**src/rtl/rd53_afe_dig_pkg.sv**
```systemverilog
// rd53_afe_dig_pkg: shared constants, FSM state and hit record type for the AFE hit digitizer.
package rd53_afe_dig_pkg;
    localparam int TOT_W_DEF  = 4;
    localparam int BCID_W_DEF = 8;
    localparam int TOT_NOHIT  = 2**TOT_W_DEF - 1;
    localparam int TOT_MAX    = 2**TOT_W_DEF - 2;
    typedef enum logic {IDLE, COUNT} state_e;
    typedef struct packed {
        logic [TOT_W_DEF-1:0]  tot;
        logic [BCID_W_DEF-1:0] bcid;
    } hit_rec_t;
endpackage

```
**src/rtl/rd53_hit_fifo.sv**
```systemverilog
// rd53_hit_fifo: synchronous first-word-fall-through FIFO for hit records.
module rd53_hit_fifo #(
    parameter int WIDTH = 12,
    parameter int DEPTH = 4
) (
    input  logic             clk,
    input  logic             rst_b,
    input  logic             push,
    input  logic [WIDTH-1:0] data_in,
    output logic             full,
    input  logic             pop,
    output logic [WIDTH-1:0] data_out,
    output logic             empty
);
    localparam int AW = $clog2(DEPTH);
    logic [WIDTH-1:0] mem_q [DEPTH];
    logic [AW:0] wr_q, rd_q;
    logic wr_en, rd_en;
    assign empty = wr_q == rd_q;
    assign full  = (wr_q[AW] != rd_q[AW]) && (wr_q[AW-1:0] == rd_q[AW-1:0]);
    // A pop frees the slot, so a push into a full FIFO is allowed in the same cycle.
    assign wr_en = push & (~full | pop);
    assign rd_en = pop & ~empty;
    assign data_out = empty ? '0 : mem_q[rd_q[AW-1:0]];
    always_ff @(posedge clk) begin
        if (!rst_b) begin
            wr_q <= '0;
            rd_q <= '0;
        end else begin
            wr_q <= wr_en ? wr_q + 1'b1 : wr_q;
            rd_q <= rd_en ? rd_q + 1'b1 : rd_q;
        end
    end
    always_ff @(posedge clk) begin
        if (wr_en) mem_q[wr_q[AW-1:0]] <= data_in;
    end
endmodule

```
**src/rtl/rd53_afe_hit_digitizer.sv**
```systemverilog
// rd53_afe_hit_digitizer: synchronises the AFE HIT pulse, measures ToT, tags the
// leading-edge BCID and queues {ToT, BCID} records for region readout.
module rd53_afe_hit_digitizer
    import rd53_afe_dig_pkg::*;
#(
    parameter int TOT_W      = TOT_W_DEF,
    parameter int BCID_W     = BCID_W_DEF,
    parameter int FIFO_DEPTH = 4,
    parameter int OVF_W      = 8
) (
    input  logic              CLK_BX,
    input  logic              RST_B,
    input  logic              HIT,
    input  logic              EN_DIGITIZE,
    input  logic [BCID_W-1:0] BCID,
    output logic              HIT_OR,
    output logic              BUSY,
    output logic              OUT_VALID,
    input  logic              OUT_READY,
    output logic [TOT_W-1:0]  OUT_TOT,
    output logic [BCID_W-1:0] OUT_BCID,
    output logic [OVF_W-1:0]  OVF_CNT
);
    localparam logic [TOT_W-1:0] TOT_SAT = TOT_W'(2**TOT_W - 2);
    logic h1_q, hs_q, hd_q, rise, push, pop, full, empty;
    logic [1:0] pr_q, pr_d;
    state_e state_q, state_d;
    logic [TOT_W-1:0] cnt_q, cnt_d;
    logic [BCID_W-1:0] bcid_q, bcid_d;
    logic [OVF_W-1:0] ovf_q, ovf_d;
    logic [TOT_W+BCID_W-1:0] head;
    always_ff @(posedge CLK_BX) begin
        if (!RST_B) begin
            h1_q    <= 1'b0;
            hs_q    <= 1'b0;
            hd_q    <= 1'b0;
            pr_q    <= '0;
            state_q <= IDLE;
            cnt_q   <= '0;
            bcid_q  <= '0;
            ovf_q   <= '0;
        end else begin
            h1_q    <= HIT;
            hs_q    <= h1_q;
            hd_q    <= hs_q;
            pr_q    <= pr_d;
            state_q <= state_d;
            cnt_q   <= cnt_d;
            bcid_q  <= bcid_d;
            ovf_q   <= ovf_d;
        end
    end
    // Edges are trusted only once h_d holds a real sample, so a HIT still high across reset is not seen as a rise.
    always_comb begin
        pr_d    = (&pr_q) ? pr_q : pr_q + 2'd1;
        rise    = hs_q & ~hd_q & (&pr_q);
        state_d = state_q;
        cnt_d   = cnt_q;
        bcid_d  = bcid_q;
        push    = 1'b0;
        if (state_q == IDLE) begin
            if (rise && EN_DIGITIZE) begin
                state_d = COUNT;
                cnt_d   = TOT_W'(1);
                bcid_d  = BCID;
            end
        end else if (hs_q) begin
            cnt_d = (cnt_q == TOT_SAT) ? cnt_q : cnt_q + 1'b1;
        end else begin
            push    = 1'b1;
            state_d = IDLE;
        end
        pop   = ~empty & OUT_READY;
        ovf_d = (push & full & ~pop & ~(&ovf_q)) ? ovf_q + 1'b1 : ovf_q;
    end
    rd53_hit_fifo #(.WIDTH(TOT_W + BCID_W), .DEPTH(FIFO_DEPTH)) u_fifo (
        .clk     (CLK_BX),
        .rst_b   (RST_B),
        .push    (push),
        .data_in ({cnt_q, bcid_q}),
        .full    (full),
        .pop     (pop),
        .data_out(head),
        .empty   (empty)
    );
    assign HIT_OR    = hs_q;
    assign BUSY      = state_q == COUNT;
    assign OUT_VALID = ~empty;
    assign OUT_TOT   = head[TOT_W+BCID_W-1:BCID_W];
    assign OUT_BCID  = head[BCID_W-1:0];
    assign OVF_CNT   = ovf_q;
endmodule

```
**config.mk**
```make
export PLATFORM = sky130hd
export DESIGN_NAME = rd53_afe_hit_digitizer
export DESIGN_NICKNAME = d
export VERILOG_FILES = /design/src/rtl/rd53_afe_dig_pkg.sv /design/src/rtl/rd53_hit_fifo.sv /design/src/rtl/rd53_afe_hit_digitizer.sv
export SDC_FILE = /design/constraint.sdc
export NUM_CORES = 1
export LEC_CHECK = 0
export ABC_AREA = 1
export CAP_MARGIN = 20
export CORE_MARGIN = 10
export CORE_UTILIZATION = 29
export CTS_BUF_LIST = sky130_fd_sc_hd__clkbuf_4 sky130_fd_sc_hd__clkbuf_8
export DETAILED_ROUTE_END_ITERATION = 8
export PLACE_DENSITY = 0.5
export SETUP_SLACK_MARGIN = 0.5
export SLEW_MARGIN = 10
export SYNTH_ARGS = -nofsm -noshare
export SYNTH_HDL_FRONTEND = slang
export SYNTH_HIERARCHICAL = 1
export SYNTH_SLANG_ARGS = --single-unit
```
**constraint.sdc**
```tcl
create_clock -name CLK_BX -period 5 [get_ports CLK_BX]
set_clock_uncertainty 0.05 [all_clocks]
set_input_delay 1 -clock CLK_BX [delete_from_list [all_inputs] [get_ports CLK_BX]]
set_output_delay 1 -clock CLK_BX [all_outputs]
set_load 0.01 [all_outputs]
```
# [Word level (Yosys, flattened, before mapping)]
# Memories as Yosys holds them, arrays and structs flattened. A register that Yosys moved wholly into a read port is not among the register bits.
# Cells that the tools add are included.
[word_totals] register_bits=32 mem_bits_rw=48 in_bits=13 output_inout_bits=23 memories=1
[classes] addsub=5 eq_ne=6 muxes=14 n_bitwise=15 n_reduce_logical=7
[mem_list] name="u_fifo.mem_q" words=4 width=12 rd=1 rd_ports_with_merged_regs=1 wr=1 line="rd53_hit_fifo.sv:16" text="logic [WIDTH-1:0] mem_q [DEPTH];"
[op_table] operator="4-bit two-way mux" count=4
[op_table] operator="12-bit two-way mux" count=1
[op_table] operator="8-bit by 1-bit adder with 8-bit output, second input constant" count=1
[op_table] operator="1-bit bitwise AND" count=8
[op_table] operator="8-bit AND reduction" count=1
[op_table] operator="1-bit two-way mux" count=7
[op_table] operator="3-bit by 1-bit adder with 3-bit output, second input constant" count=2
[op_table] operator="1-bit inverter" count=6
[op_table] operator="4-bit by 1-bit adder with 4-bit output, second input constant" count=1
[op_table] operator="4-bit == test, second input constant" count=1
[op_table] operator="2-bit two-way mux" count=2
[op_table] operator="2-bit != test, second input constant" count=2
[op_table] operator="2-bit AND reduction" count=2
[op_table] operator="3-bit == test" count=1
[op_table] operator="3-bit AND reduction" count=1
[op_table] operator="2-bit by 1-bit adder with 2-bit output, second input constant" count=1
[op_table] operator="2-bit == test" count=1
[op_table] operator="1-bit logical AND" count=2
[op_table] operator="2-bit nonzero test" count=1
[op_table] operator="1-bit != test" count=1
[op_table] operator="1-bit OR" count=1

# [Logic depth before layout (Yosys ltp)]
# Gate-level depths: netlist of run 1.
[logic_depth] depth_word=7 mapped_depth=14 ltp_nobuf=13

# [Cells and area by module]
# Netlist of run 1, hierarchy kept.
[modules_own_cells] mod="rd53_hit_fifo" instances=1 cells_per_inst=209 area_per_inst_um2=2402.3
[modules_own_cells] mod="rd53_afe_hit_digitizer" instances=1 cells_per_inst=176 area_per_inst_um2=1231.2

# [Worst setup path after synthesis of run 1]
# No wires, ideal clock.
[synth_timing] kind="input -> register" from="input port OUT_READY" to="memory u_fifo.mem_q[0][0], enable pin" setup_time_ns=0.380 arrival_ns=2.191 setup_slack_ns=2.379 cell_stages=6 path_buffers=0 path_cell_list="inv_1 > nor2_1 > inv_1 > nand4_2 > nand2_4 > nor2_1"
[synth_between] elab_chain_len=5
[synth_rtl] element="start: declaration" line="rd53_afe_hit_digitizer.sv:19" text="input logic OUT_READY,"
[synth_rtl] element="1-bit bitwise AND" line="rd53_afe_hit_digitizer.sv:73" text="pop = ~empty & OUT_READY;"
[synth_rtl] element="net pop" line="rd53_afe_hit_digitizer.sv:25" text="logic h1_q, hs_q, hd_q, rise, push, pop, full, empty;"
[synth_rtl] element="1-bit OR" line="rd53_hit_fifo.sv:22" text="assign wr_en = push & (~full | pop);"
[synth_rtl] element="1-bit bitwise AND" line="rd53_hit_fifo.sv:22"
[synth_rtl] element="1-bit two-way mux" line="rd53_hit_fifo.sv:35" text="if (wr_en) mem_q[wr_q[AW-1:0]] <= data_in;"
[synth_rtl] element="1-bit two-way mux (not written as such)" line="rd53_hit_fifo.sv:35"
[synth_rtl] element="end: declaration" line="rd53_hit_fifo.sv:16"
# The timed path passes the listed nets, and every way through them passes these cells.

==> results.tsv, run 1 <==
stage	metric	value	unit
routing	DR vias/cell	4.27	
clock_tree	Clk pin slew, worst setup/hold paths	0.08	ns
placed_design	port bufs	35	
sta	final setup fails	0	
grt	initial antenna violation count	0	
clock_tree	total CTS buffers	9	
floorplanning	Die Ht	132	um
clock_tree	Longest Clk Path Bufs	2	
synth	Ys Warns	6	
critical_path	CP max stage cell	dfxtp_1	
placed_design	Final Wtd Congestion	0.771	
routing	post-route ant nets	0	
floorplanning	Row Count	40	
synth	top-count cell post-synth	nor2_1	
routing	Initial DRT Pass Iterations	4	
placed_design	DP Wirelength	5.22	mm
critical_path	Critical Path Start Type	flop	
floorplanning	initial cell density of the core	29.9	%
grt	global-route wire length before repair	12.5	mm
synth	async set-or-reset flop fraction in the synthesized netlist	0	%
power_and_ir_drop	Pwr Density	276	nW/um^2
sta	Hold Violations, Final	0	
floorplanning	I/O pin count	36	
sta	relative slew slack	31.2	%
grt	total gr overflow	0	
critical_path	Crit. End Element	primary output	
routing	Via Count	2538	
grt	Total Routing Usage GR	8.71	%
floorplanning	DIE WIDTH	132	um
routing	wirelength, routed	7.44	mm
synth	commonest cells in the netlist	nor2_1 (86), nand2_1 (61), edfxtp_1 (48), inv_1 (48), dfxtp_1 (34)	
synth	predominant post-synthesis flop cell	edfxtp_1	
clock_tree	hold_buf cts	0	
sta	Max Slew Vio Count	0	
min_path	HP Class	reg -> reg	
sta	fin crit share	71.4	%
routing	initial drt markers	184	
synth	Synth top area share	39.7	%
clock_tree	CTS-repair resized insts	0	
layout	Inserted Diodes	0	
sta	Hold WS	0.368	ns
sta	Tmin final	3.57	ns
clock_tree	# clock sinks	82	
clock_tree	CTS tree	built	
floorplanning	die area	17400	um^2
critical_path	Worst Path Max Fanout	25	
synth	Syn Area/Cell	9.44	um^2
critical_path	Req. time, crit path	3.95	ns
critical_path	CP Cell Sequence	inv_2 > nor2_1 > o32ai_2 > nand2_1 > inv_1 > clkdlybuf4s50_1	
sta	max frequency	280	MHz
critical_path	crit-path max cell delay	0.86	ns
synth	sequential element share of the synthesized area	58.4	%
synth	Post-Synthesis Cells	385	
power_and_ir_drop	P_leak	0.00163	uW
synth	Post-synth EDFFs	48	
synth	Synth cell types	34	
synth	area leader, netlist	edfxtp_1	
critical_path	Worst Path Arrival	2.52	ns
synth	Syn Nets	407	
clock_tree	# Post-CTS Setup Buffers	0	
sta	Worst-Margin Slew	1.03	ns
layout	NumNets Final	444	
power_and_ir_drop	Worst VDD drop	0.135	mV
synth	post-synth design cell area	3630	um^2
routing	drt drc	0	
sta	TNS Setup	0	ns
clock_tree	H-tree levels	3	
layout	layout cells sized above 1	9.13	%
synth	flops & latches, synth	82	
routing	Avg WL per Cell	12.5	um
grt	largest net degree at the start of global routing	26	
layout	Area growth syn-to-layout	19.0	%
critical_path	type of the worst setup path	reg -> out	
floorplanning	core area	12200	um^2
synth	Area contributors post-synth	edfxtp_1 (40%), dfxtp_1 (19%), nor2_1 (8.9%), nand2_1 (6.3%), inv_1 (5.0%)	
flow_run	MaxCap Viol Count	0	
grt	vias in the first global route	2465	
clock_tree	CTS root buffer	clkbuf_8	
outcome	status	completed	
clock_tree	worst skew pair latency	0.35	ns
sta	RSZ-0062 raised after global routing	no	
[registers in the layout (all words and copies together) (netlist names), 2 cells and up, named ones only]
signal	flops
u_fifo/mem_q	48
pr_q	2
u_fifo/wr_q	3
bcid_q	8
cnt_q	4
u_fifo/rd_q	3
OVF_CNT	8
[critical path: cells and delay by family (launching register included)]
| family | cells | cell delay (ns) |
|---|---|---|
| buffers and inverters | 3 | 0.89 |
| AOI/OAI and AO/OA | 1 | 0.11 |
| DFF | 1 | 0.86 |
| and+or+nand+nor | 2 | 0.31 |
[final timing paths]
path | from | end | slack [ns] | cells past startpoint
max reg2reg | u_fifo/wr_q[1] | u_fifo/mem_q[3][1] | 2.09 | 10
min reg2reg | h1_q | HIT_OR | 0.37 | 2
max | flop | OUT_TOT[2] | 1.43 | 6
min | h1_q | HIT_OR | 0.37 | 2
[layer usage]
layer	global-route usage (%)	part of all wire (%)	vias to the layer above	routed length (um)
met5	0	0	-	0
met4	3.89	1.5	0	113
met3	2.29	4.8	7	360
met2	12.6	42	42	3160
met1	11.8	51	1166	3810
li1	-	-	1323	-
[cell usage in the layout, fill, tap and decap left out, drive strengths merged, types with 4 or more instances in the layout]
master,instances
ha,9
xor2,5
nor2,91
clkbuf,9
edfxtp,48
nand3,14
o21ai,25
dfxtp,34
o32ai,12
a21oi,9
inv,56
clkdlybuf4s50,35
nand4,4
nand2,66
[stage by stage]
step / utilization [%] / worst slack [ns] / total power [uW] / instance area [um^2] / cells
finish: 35.6 / 1.43 / 1190 / 4330 / 595
floorplan: - / 2.38 / 748 / 3630 / 385
CTS: 35.4 / 1.37 / 1220 / 4310 / 593
global route: 35.6 / 1.17 / 1250 / 4330 / 595
detailed placement: 33.9 / 1.43 / 767 / 4130 / 577
global placement: 33.9 / 1.54 / 765 / 4130 / 577
[cell type report]
class,instances,area [um^2]
Clock inverter,7,58.8
Inverter,53,204
Sequential cell,82,2120
Tap cell,168,210
Fill cell,1247,7840
Timing Repair Buffer,37,365
Multi-Input combinational cell,239,1240
Clock buffer,9,124
[kinds of logic after synthesis]
group / after synthesis / share of synthesized area [%]
buffers and inverters: 64 / 7.44
and+or+nand+nor: 177 / 21.1
adders and majority gates: 9 / 3.10
AOI/OAI and AO/OA: 47 / 8.30
DFF: 82 / 58.4
xor gates and xnor gates: 6 / 1.65
[power by group]
group | internal, uW | switching (uW)
Clock | 188 | 255
Sequential | 712 | 4.70
Combinational | 17.2 | 16.7
Total | 918 | 277
No activity file was read; power rests on OpenSTA's default activity.
==> inputs of run 2 (changes only) <==
clock period = 3.7 ns   (was 5 ns; I/O delays follow)
==> run 2 against run 1 <==
Compared with the run above:
- worst hold slack got worse by 0.00068 ns
- flip-flop and latch count unchanged
- global-route usage increased by 0.092 points
- via count increased by 1.3%
- routed wire length decreased by 0.63%
- utilization increased by 0.32 points
- die area unchanged
==> results.tsv, run 2 (synthesis gave the netlist of run 1 again) <==
stage	metric	value	unit	change
floorplanning	I/O pin count	36		unchanged
layout	most common cell after layout, fill and taps aside	nor2_1		
routing	post-route ant nets	0		unchanged
critical_path	R2R Setup Slk	1.42	ns	-0.67 ns
critical_path	type of the worst setup path	reg -> out		
clock_tree	H-tree levels	3		unchanged
placed_design	Final Wtd Congestion	0.787		+2.0%
floorplanning	Row Count	40		unchanged
placed_design	port bufs	35		unchanged
critical_path	Critical Path Start Type	flop		
power_and_ir_drop	P_leak	0.00166	uW	+1.7%
sta	relative slew slack	61.3	%	+30 points
routing	DR vias/cell	4.29		+0.46%
critical_path	Worst Path Max Fanout	24		-4.0%
sta	Worst-Margin Slew	0.579	ns	-0.450 ns
clock_tree	Clk pin slew, worst setup/hold paths	0.09	ns	about the same
sta	Hold Violations, Final	0		unchanged
floorplanning	initial cell density of the core	29.9	%	unchanged
placed_design	DP Wirelength	5.18	mm	-0.73%
clock_tree	worst skew pair latency	0.35	ns	about the same
power_and_ir_drop	combinational share of power	2.8	%	about the same
power_and_ir_drop	switching share of power	22.9	%	-0.21 points
power_and_ir_drop	Pwr Density	370	nW/um^2	+34%
routing	Avg WL per Cell	12.3	um	-1.5%
min_path	HP Class	reg -> reg		
routing	initial drt markers	147		-20%
routing	drt drc	0		unchanged
sta	final setup fails	0		unchanged
sta	Hold WS	0.367	ns	-0.000684 ns
layout	most frequent cells in the layout	nor2_1 (86), nand2_1 (61), inv_1 (48), edfxtp_1 (48), clkdlybuf4s50_1 (35)		
sta	Tmin final	2.92	ns	
grt	total gr overflow	0		unchanged
clock_tree	# clock sinks	82		unchanged
sta	RSZ-0062 raised after global routing	no		
layout	max FFs per register	48		unchanged
layout	layout cells sized above 1	10.6	%	+1.5 points
power_and_ir_drop	Net Sw Power	371	uW	+34%
critical_path	Req. time, crit path	2.91	ns	-1.04 ns
layout	Inserted Diodes	0		unchanged
routing	Via Count	2571		+1.3%
sta	max frequency	342	MHz	
layout	Layout fillers	1248		+0.080%
grt	largest net degree at the start of global routing	25		-3.8%
power_and_ir_drop	Seq pwr share	60.0	%	about the same
critical_path	Worst Path Arrival	2.13	ns	-0.39 ns
floorplanning	die area	17400	um^2	unchanged
routing	wirelength, routed	7.39	mm	-0.63%
grt	initial antenna violation count	0		unchanged
clock_tree	# Post-CTS Setup Buffers	0		unchanged
floorplanning	core area	12200	um^2	unchanged
clock_tree	Longest Clk Path Bufs	2		unchanged
grt	Total Routing Usage GR	8.80	%	+0.092 points
sta	Max Slew Vio Count	0		unchanged
clock_tree	total CTS buffers	9		unchanged
outcome	status	completed		
power_and_ir_drop	Pint	1240	uW	+36%
layout	NumNets Final	449		+1.1%
layout	Area growth syn-to-layout	20.1	%	
power_and_ir_drop	Worst VDD drop	0.168	mV	+24%
critical_path	Crit. End Element	primary output		
routing	Initial DRT Pass Iterations	4		unchanged
flow_run	MaxCap Viol Count	0		unchanged
floorplanning	DIE WIDTH	132	um	unchanged
sta	fin crit share	79.1	%	
grt	global-route wire length before repair	12.7	mm	+1.6%
grt	vias in the first global route	2571		+4.3%
clock_tree	CTS root buffer	clkbuf_8		
power_and_ir_drop	clock share of power	37.2	%	about the same
sta	TNS Setup	0	ns	unchanged
clock_tree	CTS tree	built		
floorplanning	Die Ht	132	um	unchanged
## run 2: through the flow
step / instance area, um^2 / worst slack, ns / power [uW] / instances / util, %
after floorplan: 3630 / 1.15 / 1010 / 385 / -
after global placement: 4180 / 0.972 / 1040 / 584 / 34.4
after detailed placement: 4180 / 0.966 / 1040 / 584 / 34.4
after CTS: 4360 / 0.567 / 1640 / 600 / 35.9
after global routing: 4360 / 0.542 / 1690 / 600 / 35.9
final: 4360 / 0.775 / 1620 / 600 / 35.9
## run 2: critical path: stages, from the launching register on
cell	delay, ns
dfxtp_2	0.42
inv_2	0.35
nor2_1	0.08
o32ai_1	0.25
nand2_1	0.10
inv_1	0.06
clkdlybuf4s50_1	0.53
## run 2: power by group through the flow
stage	combinational, uW	clock [uW]	sequential (uW)
floorplan	22.6	0	988
global placement	45.7	0	989
detailed placement	46.8	0	990
CTS	46.9	622	969
global route	52.6	667	971
finish	45.5	601	969
## run 2: worst paths after layout
kind	from	to	cells after the start
hold / removal	h1_q	HIT_OR	2
setup reg to reg	u_fifo/wr_q[1]	u_fifo/mem_q[1][11]	12
hold reg to reg	h1_q	HIT_OR	2
setup / recovery	flop	OUT_TOT[0]	6
## run 2: area by class of cell
class                      instances  area [um^2]  share of cell area, %
sequential                        82         2120                   48.7
tap                              168          210                   4.82
timing repair buffer              42          403                   9.23
multi-input combinational        239         1240                   28.4
inverter                          53          204                   4.67
clock inverter                     6         50.0                   1.15
clock buffer                      10          131                   3.01
## run 2: repair_timing
item | 4_1_cts | 5_1_grt
endpoints found under the hold margin | 0 | 0
resized for setup | 0 | 2
hold buffers | 0 | 0
setup endpoints to repair | 0 | 12
## run 2: per-layer routing
metal | global-route usage (%) | wire length [um]
met2 | 13.6 | 3340
met3 | 3.28 | 522
met1 | 11.0 | 3480
met5 | 0 | 0
met4 | 2.97 | 51
